--- src/rtl/row_mac_engine_if.sv ---
// Memory-side bus of row_mac_engine: paired pixel/weight SRAM read port.
// The engine drives addresses and the read strobe; the memories return packed element words.
interface row_mac_engine_if #(
    parameter int LANES   = 2,
    parameter int PIX_W   = 8,
    parameter int WGT_W   = 16,
    parameter int PADDR_W = 10,
    parameter int WADDR_W = 12
);
    logic [PADDR_W-1:0]     pixel_address;
    logic [WADDR_W-1:0]     weight_address;
    logic                   rd_en;
    logic [LANES*PIX_W-1:0] pixel_value;
    logic [LANES*WGT_W-1:0] weight_value;

    modport master (
        output pixel_address,
        output weight_address,
        output rd_en,
        input  pixel_value,
        input  weight_value
    );

    modport slave (
        input  pixel_address,
        input  weight_address,
        input  rd_en,
        output pixel_value,
        output weight_value
    );
endinterface

--- src/rtl/row_mac_engine.sv ---
// Row dot-product engine: streams one pixel vector and one weight row, accumulates signed
// LANES-wide products, and emits a saturated or wrapped OUT_W result with a one-cycle strobe.
module row_mac_engine #(
    parameter int LANES    = 2,
    parameter int PIX_W    = 8,
    parameter int WGT_W    = 16,
    parameter int ACC_W    = 32,
    parameter int OUT_W    = 16,
    parameter int VEC_LEN  = 392,
    parameter int NUM_ROWS = 10,
    parameter int RD_LAT   = 1,
    parameter int PIX_BASE = 0,
    parameter int WGT_BASE = 0,
    parameter int PADDR_W  = 10,
    parameter int WADDR_W  = 12
) (
    input  logic             clk,
    input  logic             n_rst,
    input  logic             start,
    input  logic             abort,
    input  logic [3:0]       row_select,
    input  logic             sat_mode,
    row_mac_engine_if.master mem,
    output logic             busy,
    output logic             done_row,
    output logic             w_result_ena,
    output logic [OUT_W-1:0] row_result,
    output logic             overflow,
    output logic             err
);
    localparam int IDX_W  = (VEC_LEN > 1) ? $clog2(VEC_LEN) : 1;
    localparam int PROD_W = PIX_W + WGT_W + 1;
    localparam int SUM_W  = PROD_W + $clog2(LANES) + 1;
    localparam int EXT_W  = (SUM_W > ACC_W) ? SUM_W : ACC_W;

    typedef enum logic [1:0] {
        IDLE,
        ISSUE,
        DRAIN,
        DONE
    } state_t;

    state_t                  state;
    logic [IDX_W-1:0]        idx;
    logic [1:0]              drain_cnt;
    logic [RD_LAT-1:0]       vld;
    logic                    sat_q;
    logic signed [ACC_W-1:0] acc;

    logic signed [EXT_W-1:0] word_sum;
    logic signed [ACC_W-1:0] acc_next;
    logic [ACC_W-OUT_W:0]    acc_hi;
    logic                    fits;
    logic [OUT_W-1:0]        fmt_result;
    logic                    row_ok;

    // Products are formed at EXT_W so the per-word sum is exact before it joins the accumulator.
    always_comb begin
        word_sum = '0;
        for (int unsigned i = 0; i < LANES; i++) begin
            word_sum = word_sum
                + $signed({{(EXT_W-PIX_W){1'b0}}, mem.pixel_value[i*PIX_W +: PIX_W]})
                * $signed({{(EXT_W-WGT_W){mem.weight_value[i*WGT_W + WGT_W - 1]}},
                           mem.weight_value[i*WGT_W +: WGT_W]});
        end
    end

    always_comb begin
        acc_next = acc;
        if (vld[RD_LAT-1]) begin
            acc_next = acc + word_sum[ACC_W-1:0];
        end
        acc_hi = acc_next[ACC_W-1:OUT_W-1];
        fits   = (acc_hi == '0) || (acc_hi == '1);
        if (fits || !sat_q) begin
            fmt_result = acc_next[OUT_W-1:0];
        end else if (acc_next[ACC_W-1]) begin
            fmt_result = {1'b1, {(OUT_W-1){1'b0}}};
        end else begin
            fmt_result = {1'b0, {(OUT_W-1){1'b1}}};
        end
        row_ok = 32'(row_select) < 32'(NUM_ROWS);
    end

    always_ff @(posedge clk or negedge n_rst) begin
        if (!n_rst) begin
            state              <= IDLE;
            idx                <= '0;
            drain_cnt          <= '0;
            vld                <= '0;
            sat_q              <= 1'b0;
            acc                <= '0;
            mem.rd_en          <= 1'b0;
            mem.pixel_address  <= PADDR_W'(PIX_BASE);
            mem.weight_address <= WADDR_W'(WGT_BASE);
            busy               <= 1'b0;
            done_row           <= 1'b0;
            w_result_ena       <= 1'b0;
            row_result         <= '0;
            overflow           <= 1'b0;
            err                <= 1'b0;
        end else begin
            done_row     <= 1'b0;
            w_result_ena <= 1'b0;
            err          <= 1'b0;
            acc          <= acc_next;
            vld[0]       <= mem.rd_en;
            for (int unsigned i = 1; i < RD_LAT; i++) begin
                vld[i] <= vld[i-1];
            end

            case (state)
                IDLE: begin
                    if (start && !abort) begin
                        if (row_ok) begin
                            state              <= ISSUE;
                            busy               <= 1'b1;
                            sat_q              <= sat_mode;
                            acc                <= '0;
                            idx                <= '0;
                            mem.rd_en          <= 1'b1;
                            mem.pixel_address  <= PADDR_W'(PIX_BASE);
                            mem.weight_address <= WADDR_W'(WGT_BASE)
                                                + WADDR_W'(row_select) * WADDR_W'(VEC_LEN);
                        end else begin
                            err <= 1'b1;
                        end
                    end
                end

                ISSUE, DRAIN: begin
                    // Abort drops everything in flight; the held result is left untouched.
                    if (abort) begin
                        state              <= IDLE;
                        busy               <= 1'b0;
                        vld                <= '0;
                        mem.rd_en          <= 1'b0;
                        mem.pixel_address  <= PADDR_W'(PIX_BASE);
                        mem.weight_address <= WADDR_W'(WGT_BASE);
                    end else if (state == ISSUE) begin
                        if (idx == IDX_W'(VEC_LEN - 1)) begin
                            state              <= DRAIN;
                            drain_cnt          <= '0;
                            mem.rd_en          <= 1'b0;
                            mem.pixel_address  <= PADDR_W'(PIX_BASE);
                            mem.weight_address <= WADDR_W'(WGT_BASE);
                        end else begin
                            idx                <= idx + IDX_W'(1);
                            mem.pixel_address  <= mem.pixel_address + PADDR_W'(1);
                            mem.weight_address <= mem.weight_address + WADDR_W'(1);
                        end
                    end else if (drain_cnt == 2'(RD_LAT - 1)) begin
                        // The last word is folded in on this same edge via acc_next.
                        state        <= DONE;
                        done_row     <= 1'b1;
                        w_result_ena <= 1'b1;
                        row_result   <= fmt_result;
                        overflow     <= !fits;
                    end else begin
                        drain_cnt <= drain_cnt + 2'd1;
                    end
                end

                DONE: begin
                    state <= IDLE;
                    busy  <= 1'b0;
                end

                default: begin
                    state <= IDLE;
                    busy  <= 1'b0;
                end
            endcase
        end
    end
endmodule

--- src/flat_wrapper.sv ---
// flat-port wrapper written by rule: the top's interface ports become plain ports
module row_mac_engine_flat 
#(
    parameter int LANES    = 2,
    parameter int PIX_W    = 8,
    parameter int WGT_W    = 16,
    parameter int ACC_W    = 32,
    parameter int OUT_W    = 16,
    parameter int VEC_LEN  = 392,
    parameter int NUM_ROWS = 10,
    parameter int RD_LAT   = 1,
    parameter int PIX_BASE = 0,
    parameter int WGT_BASE = 0,
    parameter int PADDR_W  = 10,
    parameter int WADDR_W  = 12
)
  (clk, n_rst, start, abort, row_select, sat_mode, busy, done_row, w_result_ena, row_result, overflow, err, mem_pixel_address, mem_weight_address, mem_rd_en, mem_pixel_value, mem_weight_value);
  row_mac_engine_if #(.LANES(LANES), .PIX_W(PIX_W), .WGT_W(WGT_W), .PADDR_W(PADDR_W), .WADDR_W(WADDR_W)) mem_i ();
  input  logic clk;
  input  logic n_rst;
  input  logic start;
  input  logic abort;
  input  logic [3:0] row_select;
  input  logic sat_mode;
  output logic busy;
  output logic done_row;
  output logic w_result_ena;
  output logic [OUT_W-1:0] row_result;
  output logic overflow;
  output logic err;
  output wire logic [$bits(mem_i.pixel_address)-1:0] mem_pixel_address;
  output wire logic [$bits(mem_i.weight_address)-1:0] mem_weight_address;
  output wire logic [$bits(mem_i.rd_en)-1:0] mem_rd_en;
  input wire logic [$bits(mem_i.pixel_value)-1:0] mem_pixel_value;
  input wire logic [$bits(mem_i.weight_value)-1:0] mem_weight_value;
  assign mem_pixel_address = mem_i.pixel_address;
  assign mem_weight_address = mem_i.weight_address;
  assign mem_rd_en = mem_i.rd_en;
  assign mem_i.pixel_value = mem_pixel_value;
  assign mem_i.weight_value = mem_weight_value;
  row_mac_engine #(.LANES(LANES), .PIX_W(PIX_W), .WGT_W(WGT_W), .ACC_W(ACC_W), .OUT_W(OUT_W), .VEC_LEN(VEC_LEN), .NUM_ROWS(NUM_ROWS), .RD_LAT(RD_LAT), .PIX_BASE(PIX_BASE), .WGT_BASE(WGT_BASE), .PADDR_W(PADDR_W), .WADDR_W(WADDR_W)) u_core (.clk(clk), .n_rst(n_rst), .start(start), .abort(abort), .row_select(row_select), .sat_mode(sat_mode), .mem(mem_i), .busy(busy), .done_row(done_row), .w_result_ena(w_result_ena), .row_result(row_result), .overflow(overflow), .err(err));
endmodule
--- config.mk ---
export PLATFORM = sky130hd
export DESIGN_NAME = row_mac_engine_flat
export DESIGN_NICKNAME = d
export VERILOG_FILES = /design/src/rtl/row_mac_engine_if.sv /design/src/rtl/row_mac_engine.sv /design/src/flat_wrapper.sv
export SDC_FILE = /design/constraint.sdc
export NUM_CORES = 1
export LEC_CHECK = 0
export CELL_PAD_IN_SITES_DETAIL_PLACEMENT = 1
export CELL_PAD_IN_SITES_GLOBAL_PLACEMENT = 1
export CORE_UTILIZATION = 41
export DETAILED_ROUTE_END_ITERATION = 6
export PLACE_DENSITY_LB_ADDON = 0.05
export SYNTH_ARGS = -nofsm -noshare
export SYNTH_HDL_FRONTEND = slang
export SYNTH_SLANG_ARGS = --single-unit
--- constraint.sdc ---
create_clock -name clk -period 4.81 [get_ports clk]
set_input_delay 1.443 -clock clk [delete_from_list [all_inputs] [get_ports clk]]
set_output_delay 1.443 -clock clk [all_outputs]
set_load 0.005 [all_outputs]
==> results.md <==
- Vias after detailed routing: 14442
- IO Count: 101
- Synth Net Count: 2296
- Data arrival time of the worst path: 9.92 ns
- Hold Crit Class: flip-flop to flip-flop
- Layout cells sized above 1: about a third
- Cell count after synthesis: 1855
- Slew HR: 55.0%
- Final period util: 201%
- CP max stage delay: around 0.53 ns
- First-pass GRT wire length: between 80000 and 90000 um
- Tmin final: 9.67 ns
- Sequential share of the synthesized area: 14.0%
- Share of synthesized registers carrying an async set or reset: 100%
- Worst-Margin Slew: 0.673 ns
- Num Clock Sinks: 90
- Vias per inst: between 5 and 6
- Drt wl/cell: ~19 um
- Final ANT Viol Nets: 0
- Count leader, synth: inv_1
- Max Fclk: 0.103 GHz
- Top area cells in the synthesized netlist: fa_1, dfrtp_1, ha_1
- WP data required: between 5 and 6 ns
- Failing checks: negative setup slack
- Post-synth top cells: inv_1, fa_1, nand2_1
- Overall die height: 200 um
- Core footprint: 0.0386 mm2
- Worst slack, placed: -5.85 ns
- Max Cap Viol: 0
- Net count reported at finish: 2750
- Layout area overhead: 42.8%
- Hold path startpoint: u_core.overflow
- Cell taking the most area after synthesis: fa_1
- Crit Path Category: input pin to flip-flop
- Top cell by count, worst path: fa_1
- Fill cells: 4331
- Final WS setup: -4.86 ns
- Status: finished with violations
- Syn Area/Cell: 8.64 um2
- Final hold vios: 0
- Synth Cell Area: approximately 0.016 mm2
- Synth top area share: 29.5%
- Clk slew on worst S/H paths: 0.07 ns
- RSZ-0062 raised after global routing: true
- CP Launch Type: input pin
- Ant diodes: 0
- Initial antenna violation count: 0
- Hold buffer count at cts: 0
- H-tree depth: 3
- Worst path slowest cell: fa_1
- Crit path launch: mem_pixel_value[8]
- GP Congestion: 0.834
- IO buf count: 100
- DRC: 0
- Synth warn: 0
- Cell Rows: between 70 and 80
- Max clock buf depth: 2
- EDFF count, synth: 0
- Setup violations, final: 45
- DR pass1 iterations: 5
- Tot GR Track Use: between 20% and 30%
- Seq cells post-synth: 90
- Post-synth cell types: between 70 and 80
- Total CTS buffers: 9
- Clk_skew: 0.00934 ns
- CTS tree: done
- CP Capture Type: flip-flop
- Clock Latency Late Sink: between 0.3 and 0.4 ns
- Initial Utilization: 41.5%
- Vias in the first global route: 15940
- DP HPWL: 40100 um
- Starting DRT DRC Count: roughly 600
- Max Slew Vio Count: 0
- Top_reg_cell synth: dfrtp_1
- Root Buffer: clkbuf_16
- Die X: about 200 um
- Origin of the critical flop-to-flop path: u_core.acc[1]
- Die area: roughly 0.040 mm2
- Pin count of the biggest net entering global routing: 42
- Multi-input gate area: 0.0142 mm2
- Worst Path Max Fanout: 8
- GRT overflow: 0
- Register area: about 0.0023 mm2
- Final WL: about 52000 um
- Core Util, Final: about 59%
## repair_timing
action / CTS / global route
gates cloned: 3 / 0
endpoints found under the hold margin: 0 / 0
buffers inserted: 49 / 20
gates resized for setup: 368 / 127
pin swaps: 173 / 66
endpoints found under the setup margin: 46 / 45
## state kept, by name, summed over array words and instances (netlist names), 2 cells and up
| signal | count |
|---|---|
| u_core.state | 2 |
| u_core.mem.weight_address | 12 |
| u_core.idx | 9 |
| u_core.acc | 32 |
| u_core.row_result | 16 |
| u_core.mem.pixel_address | 10 |
| u_core.drain_cnt | 2 |
## final timing paths
kind	to	slack, ns	depth (start not counted)
worst max-delay path	u_core.row_result[9]	-4.86	39
worst min-delay path	u_core.overflow	0.52	2
worst max register to register	u_core.row_result[9]	-0.60	17
worst min register to register	u_core.overflow	0.52	2
max in group asynchronous	u_core.acc[13]	2.94	2
min in group asynchronous	u_core.mem.pixel_address[0]	1.05	1
## cells in the final DEF (no fill, tap or decap), drive strengths merged, types with 40 or more instances in the layout
cell / instances
a21oi: 81
and2: 130
buf: 418
clkdlybuf4s50: 54
dfrtp: 90
fa: 236
ha: 148
inv: 370
nand2: 228
nor2: 91
o21ai: 75
xnor2: 40
## layer usage
layer	part of all wire, %	vias up	GRT usage [%]	routed length [um]
met4	1.2	0	3.93	619
met2	50	192	44.2	26400
met3	2.5	43	1.98	1290
li1	-	6783	-	-
met5	0	-	0	0
met1	46	7424	37.3	24100
## metrics by stage
| stage | instances | hold slack [ns] | cell area [um2] | setup TNS [ns] |
|---|---|---|---|---|
| detailed placement | 2758 | 0.492 | 20600 | -190.60 |
| finish | 2832 | 0.518 | 22900 | -151.33 |
| CTS | 2819 | 0.525 | 22200 | -149.12 |
| global route | 2832 | 0.542 | 22900 | -162.63 |
| floorplan | 1855 | 0.469 | 16800 | -132.56 |
| global placement | 2758 | 0.473 | 20600 | -183.62 |
## critical path: cells and delay by family
kind / cells / cell delay, ns
buf+inv: 10 / 1.01
xor+xnor: 1 / 0.22
compound gates: 12 / 2.51
simple gates: 9 / 1.93
fa+ha+maj: 7 / 2.78
## kinds of logic after synthesis
| family | synth area share, % |
|---|---|
| AOI/OAI and AO/OA | 11.7 |
| adders and majority gates | 41.0 |
| DFF | 14.0 |
| muxes | 1.26 |
| and+or+nand+nor | 18.2 |
| buffers and inverters | 9.90 |
| xor gates and xnor gates | 3.88 |
## cell type report
class / instances / area share, %
Inverter: 370 / 6.09
Multi-Input combinational cell: 1348 / 62.0
Clock inverter: 5 / 0.169
Tap cell: 518 / 2.83
Sequential cell: 90 / 9.84
Clock buffer: 11 / 1.06
Timing Repair Buffer: 490 / 18.1
Power is left out: the tool's default activity adds up to more than one toggle a clock period on the data nets, which glitch-free logic cannot reach.
